**src/rtl/mem_access_unit_if.sv**
```systemverilog
// Data-RAM request/acknowledge bus between the memory-access stage (master)
// and the data memory (slave).
interface mem_access_unit_if;
  logic        req;
  logic        we;
  logic [31:0] addr;
  logic [3:0]  sel;
  logic [31:0] wdata;
  logic [31:0] rdata;
  logic        ack;

  modport master (output req, we, addr, sel, wdata, input rdata, ack);
  modport slave  (input req, we, addr, sel, wdata, output rdata, ack);
endinterface

```
**src/rtl/mem_access_unit.sv**
```systemverilog
// Pipeline memory-access stage: RAM req/ack transaction, stall request, load extraction.
// Optional MEM_ACCESS_ALIGN_CHECK_EN adds an alignment check and addr_err_out.
module mem_access_unit (
  input  logic        clk,
  input  logic        rst,
  input  logic        stall_next_stage,
  input  logic        mem_read_flag_in,
  input  logic        mem_write_flag_in,
  input  logic        mem_sign_ext_flag_in,
  input  logic [3:0]  mem_sel_in,
  input  logic [31:0] mem_write_data_in,
  input  logic [31:0] result_in,
  input  logic        reg_write_en_in,
  input  logic [4:0]  reg_write_addr_in,
  input  logic [31:0] current_pc_addr_in,
  input  logic        hilo_write_en_in,
  input  logic [31:0] hi_in,
  input  logic [31:0] lo_in,
  mem_access_unit_if.master ram,
`ifdef MEM_ACCESS_ALIGN_CHECK_EN
  output logic        addr_err_out,
`endif
  output logic        stall_request,
  output logic [31:0] result_out,
  output logic        reg_write_en_out,
  output logic [4:0]  reg_write_addr_out,
  output logic [31:0] current_pc_addr_out,
  output logic        hilo_write_en_out,
  output logic [31:0] hi_out,
  output logic [31:0] lo_out
);

  typedef enum logic [1:0] {IDLE, BUSY, DONE} state_t;

  state_t      state, state_next;
  logic        pending;
  logic        addr_err;
  logic        start;
  logic [31:0] wdata_rep;
  logic [31:0] load_data;
  logic [31:0] load_buf;

  assign pending = mem_read_flag_in | mem_write_flag_in;

`ifdef MEM_ACCESS_ALIGN_CHECK_EN
  always_comb begin
    addr_err = 1'b0;
    if (pending && state == IDLE) begin
      case (mem_sel_in)
        4'b0001, 4'b0010, 4'b0100, 4'b1000:
                 addr_err = (mem_sel_in != (4'b0001 << result_in[1:0]));
        4'b0011: addr_err = (result_in[1:0] != 2'b00);
        4'b1100: addr_err = (result_in[1:0] != 2'b10);
        4'b1111: addr_err = (result_in[1:0] != 2'b00);
        default: addr_err = 1'b1;
      endcase
    end
  end
  assign addr_err_out = addr_err;
`else
  assign addr_err = 1'b0;
`endif

  assign start         = (state == IDLE) && pending && !addr_err;
  assign stall_request = start || (state == BUSY);

  always_ff @(posedge clk) begin
    if (rst) state <= IDLE;
    else     state <= state_next;
  end

  always_comb begin
    state_next = state;
    case (state)
      IDLE:    if (start)             state_next = BUSY;
      BUSY:    if (ram.ack)           state_next = DONE;
      DONE:    if (!stall_next_stage) state_next = IDLE;
      default:                        state_next = IDLE;
    endcase
  end

  always_comb begin
    case (mem_sel_in)
      4'b0001, 4'b0010, 4'b0100, 4'b1000: wdata_rep = {4{mem_write_data_in[7:0]}};
      4'b0011, 4'b1100:                   wdata_rep = {2{mem_write_data_in[15:0]}};
      default:                            wdata_rep = mem_write_data_in;
    endcase
  end

  always_comb begin
    case (mem_sel_in)
      4'b0001: load_data = {{24{mem_sign_ext_flag_in & ram.rdata[7]}},  ram.rdata[7:0]};
      4'b0010: load_data = {{24{mem_sign_ext_flag_in & ram.rdata[15]}}, ram.rdata[15:8]};
      4'b0100: load_data = {{24{mem_sign_ext_flag_in & ram.rdata[23]}}, ram.rdata[23:16]};
      4'b1000: load_data = {{24{mem_sign_ext_flag_in & ram.rdata[31]}}, ram.rdata[31:24]};
      4'b0011: load_data = {{16{mem_sign_ext_flag_in & ram.rdata[15]}}, ram.rdata[15:0]};
      4'b1100: load_data = {{16{mem_sign_ext_flag_in & ram.rdata[31]}}, ram.rdata[31:16]};
      default: load_data = ram.rdata;
    endcase
  end

  // Bus fields are only loaded on IDLE->BUSY so they stay frozen for the whole access.
  always_ff @(posedge clk) begin
    if (rst) begin
      ram.req   <= 1'b0;
      ram.we    <= 1'b0;
      ram.addr  <= '0;
      ram.sel   <= '0;
      ram.wdata <= '0;
      load_buf  <= '0;
    end else if (start) begin
      ram.req   <= 1'b1;
      ram.we    <= mem_write_flag_in;
      ram.addr  <= {result_in[31:2], 2'b00};
      ram.sel   <= mem_sel_in;
      ram.wdata <= wdata_rep;
    end else if (state == BUSY && ram.ack) begin
      ram.req <= 1'b0;
      if (mem_read_flag_in) load_buf <= load_data;
    end
  end

  always_comb begin
    result_out        = result_in;
    reg_write_en_out  = reg_write_en_in;
    hilo_write_en_out = hilo_write_en_in;
    if (pending) begin
      if (state == DONE) begin
        result_out = mem_read_flag_in ? load_buf : result_in;
      end else begin
        result_out        = '0;
        reg_write_en_out  = 1'b0;
        hilo_write_en_out = 1'b0;
      end
    end
  end

  assign reg_write_addr_out  = reg_write_addr_in;
  assign current_pc_addr_out = current_pc_addr_in;
  assign hi_out              = hi_in;
  assign lo_out              = lo_in;

endmodule

```
**src/flat_wrapper.sv**
```systemverilog
// flat-port wrapper written by rule: the top's interface ports become plain ports
module mem_access_unit_flat 
  (clk, rst, stall_next_stage, mem_read_flag_in, mem_write_flag_in, mem_sign_ext_flag_in, mem_sel_in, mem_write_data_in, result_in, reg_write_en_in, reg_write_addr_in, current_pc_addr_in, hilo_write_en_in, hi_in, lo_in, stall_request, result_out, reg_write_en_out, reg_write_addr_out, current_pc_addr_out, hilo_write_en_out, hi_out, lo_out, ram_req, ram_we, ram_addr, ram_sel, ram_wdata, ram_rdata, ram_ack);
  mem_access_unit_if ram_i ();
  input  logic clk;
  input  logic rst;
  input  logic stall_next_stage;
  input  logic mem_read_flag_in;
  input  logic mem_write_flag_in;
  input  logic mem_sign_ext_flag_in;
  input  logic [3:0] mem_sel_in;
  input  logic [31:0] mem_write_data_in;
  input  logic [31:0] result_in;
  input  logic reg_write_en_in;
  input  logic [4:0] reg_write_addr_in;
  input  logic [31:0] current_pc_addr_in;
  input  logic hilo_write_en_in;
  input  logic [31:0] hi_in;
  input  logic [31:0] lo_in;
  output logic stall_request;
  output logic [31:0] result_out;
  output logic reg_write_en_out;
  output logic [4:0] reg_write_addr_out;
  output logic [31:0] current_pc_addr_out;
  output logic hilo_write_en_out;
  output logic [31:0] hi_out;
  output logic [31:0] lo_out;
  output wire logic [$bits(ram_i.req)-1:0] ram_req;
  output wire logic [$bits(ram_i.we)-1:0] ram_we;
  output wire logic [$bits(ram_i.addr)-1:0] ram_addr;
  output wire logic [$bits(ram_i.sel)-1:0] ram_sel;
  output wire logic [$bits(ram_i.wdata)-1:0] ram_wdata;
  input wire logic [$bits(ram_i.rdata)-1:0] ram_rdata;
  input wire logic [$bits(ram_i.ack)-1:0] ram_ack;
  assign ram_req = ram_i.req;
  assign ram_we = ram_i.we;
  assign ram_addr = ram_i.addr;
  assign ram_sel = ram_i.sel;
  assign ram_wdata = ram_i.wdata;
  assign ram_i.rdata = ram_rdata;
  assign ram_i.ack = ram_ack;
  mem_access_unit u_core (.clk(clk), .rst(rst), .stall_next_stage(stall_next_stage), .mem_read_flag_in(mem_read_flag_in), .mem_write_flag_in(mem_write_flag_in), .mem_sign_ext_flag_in(mem_sign_ext_flag_in), .mem_sel_in(mem_sel_in), .mem_write_data_in(mem_write_data_in), .result_in(result_in), .reg_write_en_in(reg_write_en_in), .reg_write_addr_in(reg_write_addr_in), .current_pc_addr_in(current_pc_addr_in), .hilo_write_en_in(hilo_write_en_in), .hi_in(hi_in), .lo_in(lo_in), .ram(ram_i), .stall_request(stall_request), .result_out(result_out), .reg_write_en_out(reg_write_en_out), .reg_write_addr_out(reg_write_addr_out), .current_pc_addr_out(current_pc_addr_out), .hilo_write_en_out(hilo_write_en_out), .hi_out(hi_out), .lo_out(lo_out));
endmodule
```
**config.mk**
```make
export PLATFORM = sky130hd
export DESIGN_NAME = mem_access_unit_flat
export DESIGN_NICKNAME = d
export VERILOG_FILES = /design/src/rtl/mem_access_unit_if.sv /design/src/rtl/mem_access_unit.sv /design/src/flat_wrapper.sv
export SDC_FILE = /design/constraint.sdc
export NUM_CORES = 1
export LEC_CHECK = 0
export ABC_AREA = 0
export CAP_MARGIN = 20
export CORE_AREA = 2 2 163 165
export DETAILED_ROUTE_END_ITERATION = 8
export DIE_AREA = 0 0 165 167
export SLEW_MARGIN = 0
export SYNTH_ARGS = -nofsm -noshare
export SYNTH_HDL_FRONTEND = slang
export SYNTH_SLANG_ARGS = --single-unit
```
**constraint.sdc**
```tcl
create_clock -name clk -period 2 [get_ports clk]
set_input_delay 0.4 -clock clk [delete_from_list [all_inputs] [get_ports clk]]
set_output_delay 0.4 -clock clk [all_outputs]
set_load 0.01 [all_outputs]
```
* Word-level counts from Yosys, hierarchy flattened
Index checks and enable logic that the tools add are counted.
Word-level totals: register bits 102, bits of input ports 210, logic and storage cells 48
Cells by class: equality and inequality tests 11, multiplexer cells 15, bitwise operators 6, reduce and logical (&&, ||, !) cells 9
Operator list (number):
- one-hot mux 32 bit (6 select lines) | 1
- two-way mux 32 bit | 3
- one-hot mux 32 bit (2 select lines) | 1
- == test 4 x 2 -> 1 bit, second input constant | 2
- == test 4 bit, second input constant | 2
- two-way mux 1 bit | 6
- two-way mux 2 bit | 3
- one-hot mux 2 bit (3 select lines) | 1
- AND reduction 3 bit | 2
- AND 1 bit | 4
- == test 4 x 1 -> 1 bit, second input constant | 1
- == test 4 x 3 -> 1 bit, second input constant | 1
- inequality test 2 bit, second input constant | 2
- OR reduction 4 bit | 1
- == test 2 x 1 -> 1 bit, second input constant | 1
- == test 2 bit, second input constant | 1
- logical AND 1 bit | 2
- zero test 2 bit | 1
- inequality test 2 x 1 -> 1 bit, second input constant | 1
- nonzero test 2 bit | 1
- OR reduction 2 bit | 1
- logical OR 1 bit | 1
- NOT 1 bit | 1
- OR 1 bit | 1

* Depth between registers and ports, before layout
depth in word-level cells 4, mapped depth 7, mapped depth without buffers 4

* Worst setup path before layout
Ideal clock, no wire load.
kind input-to-output, start input mem_read_flag_in, end output stall_request, arrival 1493 ps, slack 107 ps, stages on the path 6, buffers on the path 3, path through buf_2 -> nor2_1 -> nor3_1 -> buf_2 -> buf_1 -> or2_2
On the way: cells in the longest elaborated chain, start to end 3
RTL lines:
- from (decl) | RTL line flat_wrapper.sv:8 | input logic mem_read_flag_in;
- OR 1 bit | RTL line mem_access_unit.sv:43 | assign pending = mem_read_flag_in | mem_write_flag_in;
- logical AND 1 bit | RTL line mem_access_unit.sv:64 | assign start = (state == IDLE) && pending && !addr_err;
- logical OR 1 bit | RTL line mem_access_unit.sv:65 | assign stall_request = start || (state == BUSY);
- to (decl) | RTL line flat_wrapper.sv:20 | output logic stall_request;
Every way passes these cells.

* Final worst setup path
start input mem_sel_in[3], end register u_core.ram.wdata[11]
On the way: cells in the longest elaborated chain, start to end 3, elaborated cells between the ends (all ways) 9, those cells by class 6 x eq/ne; 1 x mux; 2 x reduce/logical
RTL lines:
- from (decl) | RTL line flat_wrapper.sv:11 | input logic [3:0] mem_sel_in;
- == test 4 x 1 -> 1 bit, or another cell as far along | RTL line mem_access_unit.sv:83 | case (mem_sel_in)
- OR reduction 4 bit or OR reduction 2 bit (tied branches) | RTL line mem_access_unit.sv:83
- one-hot mux 32 bit (2 select lines) (*) | RTL line mem_access_unit.sv:83
- to (signal assigned) | RTL line mem_access_unit.sv:116 | ram.wdata <= wdata_rep;
- to (decl) | RTL line mem_access_unit_if.sv:12 | modport master (output req, we, addr, sel, wdata, input rdata, ack);
Mark *: on every way between the ends. The rest lies on a longest branch, timed or not. A chain may end at the register's enable or synchronous reset.

==> flow_metrics.tcl <==
set metrics [dict create \
    peakVddDrop_v 0.000411 \
    port_buffers 211 \
    clk_latency_ps 350 \
    synth.area.top_cells "dfxtp_1 34%, buf_4 13%, nand2_1 6.6%" \
    num_rows 59 \
    fillers 2730 \
    synth-seq-cells 102 \
    synthAdderAreaFrac 0 \
    ioPinCount 416 \
    synth_edf_count 0 \
    synthMuxAreaShare 0.0598 \
    synth_top_area_cell "dfxtp_1" \
    synth_warnings 0 \
    cts_inserted_buffers 9 \
    most-common-layout-cells "173 x clkdlybuf4s50_1, 106 x nand2_1, 100 x dfxtp_1" \
    die_area_um2 27600 \
    final_cells 1225 \
    syn2layout_area_growth_pct 41.1 \
    power_density_nw_per_um2 668 \
    crit_path_end_kind "flop" \
    die_x_um 165 \
    worst_hold_path_type "in2reg" \
    synth_top_family_by_area "compound AO/OA/AOI/OAI gates" \
    cp_max_fo 8 \
    dp_hpwl_um 17100 \
    grt_pass1_wl_um 34300 \
    cap_violations 0 \
    power.total_mw 5.68 \
    place_inst 1194 \
    syn_area_per_cell_um2 8.05 \
    hold_violations 0 \
    grt_pass1_vias 5741 \
    clock-sinks 102 \
    drtPass1Iterations 5 \
    grt.overflow.total 0 \
    synth_area_um2 6030 \
    final_common_cell "clkdlybuf4s50_1" \
    setup_tns_ps 0 \
    synth-compound-area-share 0.231 \
    gp_congestion 0.832 \
    yosysUniqueCellTypes 53 \
    drive_gt1_frac 0.186 \
    die_y_um 167 \
    antenna_found_initial 4 \
    grt_usage 0.166 \
    wl_per_cell_um 19.2 \
    synth_top_cell_area_share 0.339 \
    initial_core_util 0.234 \
    synth_ff_type "dfxtp_1" \
    clock_skew_ps 3.98 \
    multiInputGateArea_um2 3080 \
    critPathLaunchType "input pin" \
    status "finished clean" \
    synth-async-reset-ratio 0 \
    rsz0062_at_grt "yes" \
    synth_cells 749 \
    vias 5805 \
    htreeDepth 3 \
    synthSimpleGateAreaFrac 0.185 \
    path_class "in2reg" \
    clk_pin_slew_ps 70 \
    clock-root-buffer "clkbuf_16" \
    post-route-min-period_ps 1970 \
    cp.required_ps 2270 \
    nets 1093 \
    vias_per_cell 4.74 \
    post-route-period-util 0.984 \
    synthXorXnorAreaFrac 0.0102 \
    setup_violations 0 \
    tritoncts "done" \
    core_um2 25800 \
    power_leakage_nw 3.26 \
    critical_path_arrival_ps 2240 \
    seq_area_um2 2040 \
    drtAntennaViolNets 0 \
    drt_wl_total_um 23500 \
    clockBufferDepth 2 \
    grt_max_degree 66 \
    yosysSeqAreaShare 0.339 \
    slew_violations 0 \
    first_iter_violations 390 \
    fmaxAchievable_ghz 0.508 \
    drc 0 \
]
-- what timing repair did --
| action | 4_1_cts | 5_1_grt |
|---|---|---|
| gates cloned | 2 | 0 |
| hold buffers | 0 | 0 |
| setup endpoints to repair | 35 | 60 |
| hold endpoints to repair | 0 | 0 |
| resized for setup | 74 | 61 |
| buffers inserted | 8 | 3 |
| pin swaps | 3 | 6 |
-- cells by family (layout without fill, tap and decap cells) --
logic type,Yosys count,in the layout
buffers and inverters,162,298
DFF,102,102
muxes,36,36
AOI/OAI and AO/OA,193,193
xor gates and xnor gates,4,4
other,1,5
and+or+nand+nor,251,252
-- power by group --
part           internal, mW  switching (mW)
logic                 0.854           0.828
registers              2.20          0.0952
clock network         0.838           0.865
total                  3.89            1.79
-- cell type report --
type                       count  share of cell area
timing repair buffer         282               0.316
antenna                        3            0.000882
clock inverter                 6             0.00471
sequential                   102               0.240
multi-input combinational    487               0.362
clock buffer                   9              0.0265
inverter                       1            0.000441
tap                          335              0.0493
-- sequential cells by signal (all words and copies together), names as in the netlist --
register	cells
u_core.load_buf	32
u_core.ram.addr	30
u_core.ram.req	1
u_core.ram.sel	4
u_core.ram.wdata	32
u_core.ram.we	1
u_core.state	2
-- per-layer routing --
| layer | global-route usage | wire [um] | up-vias |
|---|---|---|---|
| met2 | 0.279 | 11300 | 238 |
| met4 | 0.0798 | 941 | 2 |
| met1 | 0.191 | 9460 | 2705 |
| met3 | 0.0516 | 1720 | 70 |
| met5 | 0 | 13 | - |
| li1 | - | - | 2790 |
-- critical path, cell delays in order --
cell and delay, ps:
clkdlybuf4s50_1 480, buf_6 130, or4b_4 470, buf_6 140, o41ai_4 40, buf_6 200
o21ai_1 130, a311oi_1 250
-- synthesized netlist by cell type (2+ instances only) --
master / n
mux2i_1: 36
o21ai_0: 14
nor2_1: 95
a211oi_1: 16
nand3_1: 3
nor2b_1: 15
buf_4: 106
a311oi_1: 17
xor2_1: 2
a21boi_1: 2
dfxtp_1: 102
a221oi_1: 15
clkbuf_1: 29
o2bb2ai_1: 3
or2_0: 3
nand3b_1: 13
or2_2: 2
o21ai_1: 9
o211ai_1: 8
nand2_1: 106
a32oi_1: 6
a21oi_1: 63
nor3b_1: 2
buf_2: 19
buf_6: 3
buf_1: 4
a211oi_2: 10
o31ai_1: 11
and3_1: 2
a22o_1: 10
-- worst paths after layout --
path | endpoint | start | cells past startpoint | slack (ps)
setup reg to reg | u_core.ram.wdata[10]$_SDFFE_PP0P_ | u_core.state[1]$_SDFFE_PP0P_ | 6 | 280
hold / removal | u_core.ram.addr[9]$_SDFFE_PP0P_ | rst | 2 | 410
hold reg to reg | u_core.ram.addr[14]$_SDFFE_PP0P_ | u_core.ram.addr[14]$_SDFFE_PP0P_ | 2 | 450
setup / recovery | u_core.ram.wdata[11]$_SDFFE_PP0P_ | mem_sel_in[3] | 8 | 30
-- stage by stage --
step | hold WS, ps | utilization | setup WS (ps) | area, um^2
after global routing | 413 | 0.330 | -33.2 | 8500
final | 412 | 0.330 | 31.5 | 8510
after floorplan | 457 | - | 107 | 6030
after detailed placement | 446 | 0.314 | -819 | 8100
after CTS | 395 | 0.330 | -2.00 | 8500
after global placement | 442 | 0.314 | -750 | 8100
Power figures use the tool's default switching activity.
